[src/rtl/router_pkg.sv]
// rtl/router_pkg.sv - shared router constants, header field positions and helpers
// Used by router_fifo, the router FSM and the register blocks.
//   DATA_W / FIFO_DEPTH : default byte width and per-port buffer depth
//   LEN_MSB..LEN_LSB    : payload length field of a header byte
//   ADDR_MSB..0         : destination address field of a header byte
//   PKT_CNT_W           : width of the per-port packet byte counter
package router_pkg;

  localparam int DATA_W     = 8;
  localparam int FIFO_DEPTH = 16;

  localparam int LEN_MSB  = 7;
  localparam int LEN_LSB  = 2;
  localparam int ADDR_MSB = 1;

  localparam int PKT_CNT_W = 7;

  // Bytes still to deliver after a header: payload length plus the parity byte.
  function automatic logic [PKT_CNT_W-1:0] hdr_pkt_cnt(input logic [LEN_MSB-LEN_LSB:0] len);
    return PKT_CNT_W'(len) + PKT_CNT_W'(1);
  endfunction

  function automatic logic [ADDR_MSB:0] hdr_dest(input logic [DATA_W-1:0] hdr);
    return hdr[ADDR_MSB:0];
  endfunction

endpackage

[src/rtl/router_fifo_mem.sv]
// rtl/router_fifo_mem.sv - tagged byte storage array for one router output port
// Ports:
//   clock   : write clock
//   wr_en   : store wr_word at wr_addr on the rising edge
//   wr_addr : write entry index
//   wr_word : {header tag, data byte}
//   rd_addr : read entry index
//   rd_word : contents of entry rd_addr (combinational)
module router_fifo_mem #(
  parameter int DEPTH = 16,
  parameter int WIDTH = 8,
  parameter int AW    = $clog2(DEPTH)
) (
  input  logic          clock,
  input  logic          wr_en,
  input  logic [AW-1:0] wr_addr,
  input  logic [WIDTH:0] wr_word,
  input  logic [AW-1:0] rd_addr,
  output logic [WIDTH:0] rd_word
);

  logic [WIDTH:0] mem [DEPTH];

  // No reset: contents are only ever observed through entries written since the last flush.
  always_ff @(posedge clock) begin
    if (wr_en) begin
      mem[wr_addr] <= wr_word;
    end
  end

  assign rd_word = mem[rd_addr];

endmodule

[src/rtl/router_fifo.sv]
// rtl/router_fifo.sv - per-destination packet buffer of the 1x3 router
// Ports:
//   clock, resetn  : clock; asynchronous active-low reset
//   soft_reset     : synchronous flush from the timeout logic
//   write_enb      : write request (one bit of the decoded write enable)
//   lfd_state      : marks data_in as a packet header
//   data_in        : byte to store
//   read_enb       : read request from the destination
//   data_out       : registered read data, 0 when idle between packets
//   full, empty    : occupancy flags, combinational from the pointers
module router_fifo
  import router_pkg::*;
#(
  parameter int DEPTH = FIFO_DEPTH,
  parameter int WIDTH = DATA_W
) (
  input  logic             clock,
  input  logic             resetn,
  input  logic             soft_reset,
  input  logic             write_enb,
  input  logic             lfd_state,
  input  logic [WIDTH-1:0] data_in,
  input  logic             read_enb,
  output logic [WIDTH-1:0] data_out,
  output logic             full,
  output logic             empty
);

  localparam int AW    = $clog2(DEPTH);
  localparam int PTR_W = AW + 1;

  // Pointer MSB is a wrap bit so full and empty are distinguishable.
  logic [PTR_W-1:0]     wr_ptr;
  logic [PTR_W-1:0]     rd_ptr;
  logic [PKT_CNT_W-1:0] pkt_cnt;
  logic [WIDTH:0]       rd_word;
  logic                 wr_acc;
  logic                 rd_acc;

  assign empty = (wr_ptr == rd_ptr);
  assign full  = (wr_ptr[AW-1:0] == rd_ptr[AW-1:0]) && (wr_ptr[AW] != rd_ptr[AW]);

  // A flush drops any concurrent write, including the array update.
  assign wr_acc = write_enb && !full && !soft_reset;
  assign rd_acc = read_enb && !empty;

  router_fifo_mem #(
    .DEPTH (DEPTH),
    .WIDTH (WIDTH),
    .AW    (AW)
  ) u_mem (
    .clock   (clock),
    .wr_en   (wr_acc),
    .wr_addr (wr_ptr[AW-1:0]),
    .wr_word ({lfd_state, data_in}),
    .rd_addr (rd_ptr[AW-1:0]),
    .rd_word (rd_word)
  );

  always_ff @(posedge clock or negedge resetn) begin
    if (!resetn) begin
      wr_ptr   <= '0;
      rd_ptr   <= '0;
      pkt_cnt  <= '0;
      data_out <= '0;
    end else if (soft_reset) begin
      wr_ptr   <= '0;
      rd_ptr   <= '0;
      pkt_cnt  <= '0;
      data_out <= '0;
    end else begin
      if (wr_acc) begin
        wr_ptr <= wr_ptr + PTR_W'(1);
      end
      if (rd_acc) begin
        rd_ptr   <= rd_ptr + PTR_W'(1);
        data_out <= rd_word[WIDTH-1:0];
        // A header always restarts the count, even if the previous packet was cut short.
        if (rd_word[WIDTH]) begin
          pkt_cnt <= hdr_pkt_cnt(rd_word[LEN_MSB:LEN_LSB]);
        end else if (pkt_cnt != '0) begin
          pkt_cnt <= pkt_cnt - PKT_CNT_W'(1);
        end
      end else if (pkt_cnt == '0) begin
        // Packet fully delivered: return the output to idle.
        data_out <= '0;
      end
    end
  end

endmodule

[config.mk]
export PLATFORM = sky130hd
export DESIGN_NAME = router_fifo
export DESIGN_NICKNAME = d
export VERILOG_FILES = /design/src/rtl/router_pkg.sv /design/src/rtl/router_fifo_mem.sv /design/src/rtl/router_fifo.sv
export SDC_FILE = /design/constraint.sdc
export NUM_CORES = 1
export LEC_CHECK = 0
export CELL_PAD_IN_SITES_DETAIL_PLACEMENT = 1
export CELL_PAD_IN_SITES_GLOBAL_PLACEMENT = 1
export CORE_ASPECT_RATIO = 0.8
export CORE_MARGIN = 2
export CORE_UTILIZATION = 53
export CTS_CLUSTER_SIZE = 24
export DETAILED_ROUTE_END_ITERATION = 8
export PLACE_DENSITY = 0.88
export SLEW_MARGIN = 20
export SYNTH_ARGS = -nofsm -noshare
export SYNTH_HDL_FRONTEND = slang
export SYNTH_SLANG_ARGS = --single-unit
[constraint.sdc]
create_clock -name clock -period 3.91 [get_ports clock]
set_clock_uncertainty 0.1 [all_clocks]
set_input_delay 0.782 -clock clock [delete_from_list [all_inputs] [get_ports clock]]
set_output_delay 0.782 -clock clock [all_outputs]
set_load 0.01 [all_outputs]
Word level (Yosys, flattened, before mapping)
Memory sizes are Yosys's and may differ from the RTL's.
Index checks and enable logic that the tools add are counted.
{"block": "op_classes", "reduce_logical": 14, "n_eq_ne": 3, "mux": 13, "addsub": 4}
{"cell": "$mux 7", "n": 4}
{"cell": "$mux 8", "n": 3}
{"cell": "$mux 5", "n": 4}
{"cell": "$add 5x1->5 const B", "n": 2}
{"cell": "$add 6x1->7 const B", "n": 1}
{"cell": "$logic_not 7->1", "n": 1}
{"cell": "$reduce_bool 7->1", "n": 1}
{"cell": "$sub 7x1->7 const B", "n": 1}
{"cell": "$reduce_bool 3->1", "n": 2}
{"cell": "$eq 5x5->1", "n": 1}
{"cell": "$eq 4x4->1", "n": 1}
{"cell": "$logic_and 1x1->1", "n": 4}
{"cell": "$reduce_bool 2->1", "n": 2}
{"cell": "$logic_not 1->1", "n": 3}
{"cell": "$mux 1", "n": 2}
{"cell": "$reduce_and 2->1", "n": 1}
{"cell": "$ne 1x1->1", "n": 1}
{"block": "totals", "output_inout_bits": 10, "word_cells": 39, "in_bits": 14, "memories": 1, "regBits": 25, "mem_bits_rw": 144}
{"memory": "u_mem.mem", "depth": 16, "width": 9, "rd": 1, "rd_ports_with_merged_regs": 0, "wr": 1, "line_no": "router_fifo_mem.sv:22", "rtl": "logic [WIDTH:0] mem [DEPTH];"}

Depth between registers and ports, before layout
{"block": "logic_depth", "depth_word": 7, "ltp_mapped": 9}

Cells and area by module
From an unflattened synthesis, not the netlist that was laid out.
{"block": "hier_totals", "cells_unflattened": 403, "area_unflattened_um2": 7061.8}
{"module": "router_fifo_mem", "instances": 1, "cells_per_inst": 245, "seq_area_each_um2": 4324.1, "area_each_um2": 5600.4}
{"module": "router_fifo", "instances": 1, "cells_per_inst": 158, "seq_area_each_um2": 625.6, "area_each_um2": 1461.4}

Worst setup path before layout
OpenSTA, ideal clock, no wires.
{"block": "synth_timing", "kind": "register -> register", "startpoint": "reg rd_ptr[0]", "endpoint": "mem u_mem.mem[5][0] in the netlist's numbering (enable)", "setup_time_ns": 0.389, "arrival_time_ns": 2.339, "slack_ns": 1.082, "required_time_ns": 3.421, "path_stages_with_launch": 9, "period_less_slack_ns": 2.828, "path_buffers": 3, "cell_sequence": "dfrtp_1 buf_6 buf_8 xnor2_1 nand4_1 o21a_1 clkbuf_1 and2_1 nor3b_1"}
{"block": "synth_between", "elab_chain_len": 7}
{"element": "start: declaration", "line_no": "router_fifo.sv:34", "rtl": "logic [PTR_W-1:0] rd_ptr;"}
{"element": "start signal: assignment", "line_no": "router_fifo.sv:76", "rtl": "rd_ptr <= rd_ptr + PTR_W'(1);"}
{"element": "$eq 4x4->1", "line_no": "router_fifo.sv:41", "rtl": "assign full = (wr_ptr[AW-1:0] == rd_ptr[AW-1:0]) && (wr_ptr[AW] != rd_ptr[AW]);"}
{"element": "$logic_and 1x1->1", "line_no": "router_fifo.sv:41"}
{"element": "$logic_not 1->1", "line_no": "router_fifo.sv:44", "rtl": "assign wr_acc = write_enb && !full && !soft_reset;"}
{"element": "$logic_and 1x1->1 (2 in series)", "line_no": "router_fifo.sv:44"}
{"element": "$mux 1", "line_no": "router_fifo_mem.sv:26", "rtl": "if (wr_en) begin"}
{"element": "$mux 1 (not written as such)", "line_no": "router_fifo_mem.sv:27", "rtl": "mem[wr_addr] <= wr_word;"}
{"element": "end: declaration", "line_no": "router_fifo_mem.sv:22"}
Every way passes these cells.

Worst setup path after layout
{"block": "layout_timing", "startpoint": "reg rd_ptr[3]", "endpoint": "out full"}
{"block": "layout_between", "elab_chain_len": 2}
{"element": "$eq 4x4->1", "line_no": "router_fifo.sv:41"}
{"element": "$logic_and 1x1->1", "line_no": "router_fifo.sv:41"}
{"element": "end: declaration", "line_no": "router_fifo.sv:25", "rtl": "output logic full,"}
Every way passes these cells.

==> flow_metrics.env <==
export IMPL_root_buffer="clkbuf_16"
export IMPL_post_synth_top_area_fraction=0.610
export IMPL_drt_pass1_iter_count=5
export IMPL_hpwlAfterDp_mm=11.1
export IMPL_crit_family="flip-flops"
export IMPL_viasPerCell=6.47
export IMPL_cp_end_kind="output pin"
export IMPL_hold_violations=0
export IMPL_htreeDepth=4
export IMPL_crit_cells=4
export IMPL_reg2reg_slack_ps=910
export IMPL_diodes=0
export IMPL_fp_coreArea_um2=13000
export IMPL_leakage_nw=2.75
export IMPL_instances_no_fill=620
export IMPL_fp_row_count=37
export IMPL_reg2reg_from="rd_ptr[0]$_DFFE_PN0P_"
export IMPL_r2r_end="pkt_cnt[1]$_DFFE_PN0P_"
export IMPL_synth_edf_count=144
export IMPL_design_area_um2=8130
export IMPL_r2r_cells=8
export IMPL_finalNetCount=453
export IMPL_setup_ws_ps=523
export IMPL_ant_nets=0
export IMPL_cts_sinks=169
export IMPL_die_width_um=133
export IMPL_holdPathEnd="data_out[2]$_DFFE_PN0P_"
export IMPL_portBuffers=23
export IMPL_drtIter0Drc=597
export IMPL_ys_types=45
export IMPL_hold_path_class="flip-flop to flip-flop"
export IMPL_timing_final_crit_share=0.866
export IMPL_power_mw=4.55
export IMPL_async_reset_ff_frac=0.148
export IMPL_wl_per_cell_um=28.7
export IMPL_vias=4013
export IMPL_tightest_slew_ps=747
export IMPL_path_cells="xnor2_1 -> nand4_1 -> nor2_1 -> clkdlybuf4s50_1"
export IMPL_start_util=0.547
export IMPL_crit_path_max_fanout=12
export IMPL_worstHoldPathCells=2
export IMPL_place_gp_congestion=0.856
export IMPL_status="complete, no violations"
export IMPL_cts_resized=0
export IMPL_drive_gt1_frac=0.160
export IMPL_synth_area_um2=7080
export IMPL_grt_pass1_wl_mm=26.8
export IMPL_clk_latency_ps=450
export IMPL_ir_drop_v=0.000422
export IMPL_clock_fmax_ghz=0.295
export IMPL_layout_min_cycle_time_ps=3390
export IMPL_worstPathRequired_ps=3030
export IMPL_grt_max_degree=28
export IMPL_grt_overflow=0
export IMPL_die_area_um2=14300
export IMPL_critPathArrivalTime_ps=2510
export IMPL_die_y_um=107
export IMPL_wl_mm=17.8
export IMPL_clock_path_buffers=2
export IMPL_grt_pass1_vias=4158
export IMPL_timing_setup_tns_ps=0
export IMPL_postCtsHoldBufs=0
export IMPL_syn_avg_cell_area_um2=17.9
export IMPL_slowest_delay_ps=810
export IMPL_cts_tree="built"
export IMPL_crit_path_top_delay_cell="dfrtp_1"
export IMPL_grt_util_all_layers=0.270
export IMPL_power_density_nw_per_um2=561
export IMPL_seq_area_frac_synth=0.699
export IMPL_ios=24
export IMPL_antenna_found_initial=0
export IMPL_post_dp_cell_area_um2=7520
export IMPL_syn_to_final_growth_pct=14.7
export IMPL_pre_cts_slack_ps=925
export IMPL_slew_viol_final=0
export IMPL_critPathBufInv=1
export IMPL_rsz0062_at_grt="false"
export IMPL_cts_made_buffers=17
export IMPL_syn_inst=396
export IMPL_synth_ff_type="edfxtp_1"
export IMPL_final_setup_viol_count=0
export IMPL_ys_ff_latch=169
export IMPL_synth_warning_count=0
export IMPL_post_place_cells=588
export IMPL_hold_start="data_out[2]$_DFFE_PN0P_"
export IMPL_drc=0
export IMPL_path_class="flip-flop to output pin"
export IMPL_synth_area_leaders="edfxtp_1 (61%), dfrtp_1 (8.8%), mux4_1 (7.0%)"
export IMPL_cts_setup_buffers=0
export IMPL_maxCapViolCount=0
export IMPL_synth_area_leader_cell="edfxtp_1"
export IMPL_max_slew_margin=0.502
export IMPL_cp_start_kind="flip-flop"
export IMPL_clk_pin_slew_ps=70
export IMPL_synth_nets=417
-- cells by family (layout without fill, tap and decap cells) --
logic type / after synthesis / after routing / share of synthesized area
DFF: 169 / 169 / 0.699
and+or+nand+nor: 93 / 93 / 0.0669
muxes: 45 / 45 / 0.144
AOI/OAI and AO/OA: 40 / 40 / 0.0381
buffers and inverters: 26 / 75 / 0.0196
xor gates and xnor gates: 16 / 16 / 0.0198
adders and majority gates: 7 / 7 / 0.0124
-- layout by cell type, fill, tap and decap left out, types with 3 or more instances in the layout --
| cell type | netlist | routed |
|---|---|---|
| and3_1 | 13 | 13 |
| a21oi_1 | 11 | 11 |
| nor2_1 | 17 | 17 |
| o22ai_1 | 4 | 4 |
| mux2i_1 | 4 | 4 |
| buf_4 | 1 | 14 |
| clkinv_2 | 0 | 3 |
| nand3_1 | 13 | 13 |
| nand2b_1 | 3 | 3 |
| clkbuf_16 | 0 | 17 |
| clkinv_4 | 0 | 4 |
| a22oi_1 | 8 | 8 |
| bufinv_16 | 0 | 3 |
| nor3_1 | 3 | 3 |
| and2_1 | 3 | 3 |
| mux4_2 | 21 | 21 |
| ha_1 | 7 | 7 |
| o21a_1 | 3 | 3 |
| xnor2_1 | 8 | 8 |
| nor2b_1 | 4 | 4 |
| dfrtp_1 | 25 | 24 |
| or3_1 | 3 | 3 |
| xor2_1 | 8 | 8 |
| mux4_1 | 19 | 19 |
| o31ai_1 | 3 | 3 |
| inv_1 | 6 | 6 |
| nand4_1 | 7 | 7 |
| nand2_1 | 22 | 22 |
| edfxtp_1 | 144 | 144 |
| clkdlybuf4s50_1 | 0 | 23 |
| o21ai_0 | 3 | 3 |
-- area by class of cell --
cell class	count	area [um2]
clock inverters	14	173
flip-flops and latches	169	4950
inverters	6	22.5
well taps	175	219
multi-input cells	201	2000
fillers	1125	4840
repair buffers	37	335
clock buffers	18	429
-- worst register-to-register path, delay by kind of cell, from the launching register on --
family | cells | cell delay (ps)
compound gates | 3 | 570
buf+inv | 2 | 550
flops | 1 | 720
mux | 2 | 890
simple gates | 1 | 60
-- metal layers --
metal / GRT usage / wire, um / up-vias
met4: 0.0942 / 362 / 0
met5: 0 / 0 / -
met2: 0.427 / 8770 / 221
met3: 0.0706 / 1230 / 32
met1: 0.369 / 7440 / 2089
li1: - / - / 1671
-- worst max path at each step --
stage / start / slack [ps] / endpoint
6_report: rd_ptr[3]$_DFFE_PN0P_ / 520 / full
4_1_cts: rd_ptr[0]$_DFFE_PN0P_ / 520 / full
3_3_place_gp: rd_ptr[0]$_DFFE_PN0P_ / 980 / pkt_cnt[1]$_DFFE_PN0P_
3_5_place_dp: rd_ptr[0]$_DFFE_PN0P_ / 920 / pkt_cnt[1]$_DFFE_PN0P_
5_1_grt: rd_ptr[0]$_DFFE_PN0P_ / 430 / full
2_1_floorplan: rd_ptr[0]$_DFFE_PN0P_ / 1080 / u_mem.mem[5][0]$_DFFE_PP_
-- through the flow --
step	hold WS, ps	utilization
2_1_floorplan	386	-
3_3_place_gp	426	0.580
3_5_place_dp	434	0.580
4_1_cts	447	0.627
5_1_grt	487	0.627
6_report	444	0.627
-- where the power goes --
| group | switching [mW] | internal [mW] |
|---|---|---|
| clock | 0.726 | 1.01 |
| combinational | 0.423 | 0.333 |
| sequential | 0.0621 | 2.00 |
-- sequential cells by signal, summed over array words and instances, names as in the netlist --
signal and count:
pkt_cnt 7, data_out 8, u_mem.mem 144, rd_ptr 5, wr_ptr 5
-- Yosys cell counts, types with 2 or more instances --
library cell,instances
ha_1,7
and3_1,13
xor2_1,8
mux4_1,19
o22ai_1,4
buf_2,6
nand4_1,7
nor3_1,3
a21oi_1,11
nand3_1,13
a22oi_1,8
nand2b_1,3
nor2_1,17
edfxtp_1,144
and2_1,3
o21ai_0,3
xnor2_1,8
inv_1,6
clkbuf_1,7
buf_6,2
or3_1,3
dfrtp_1,25
mux4_2,21
o31ai_1,3
nor2b_1,4
o21a_1,3
mux2i_1,4
nand2_1,22
buf_1,2
nor3b_1,2
No activity file was read; power rests on OpenSTA's default activity.
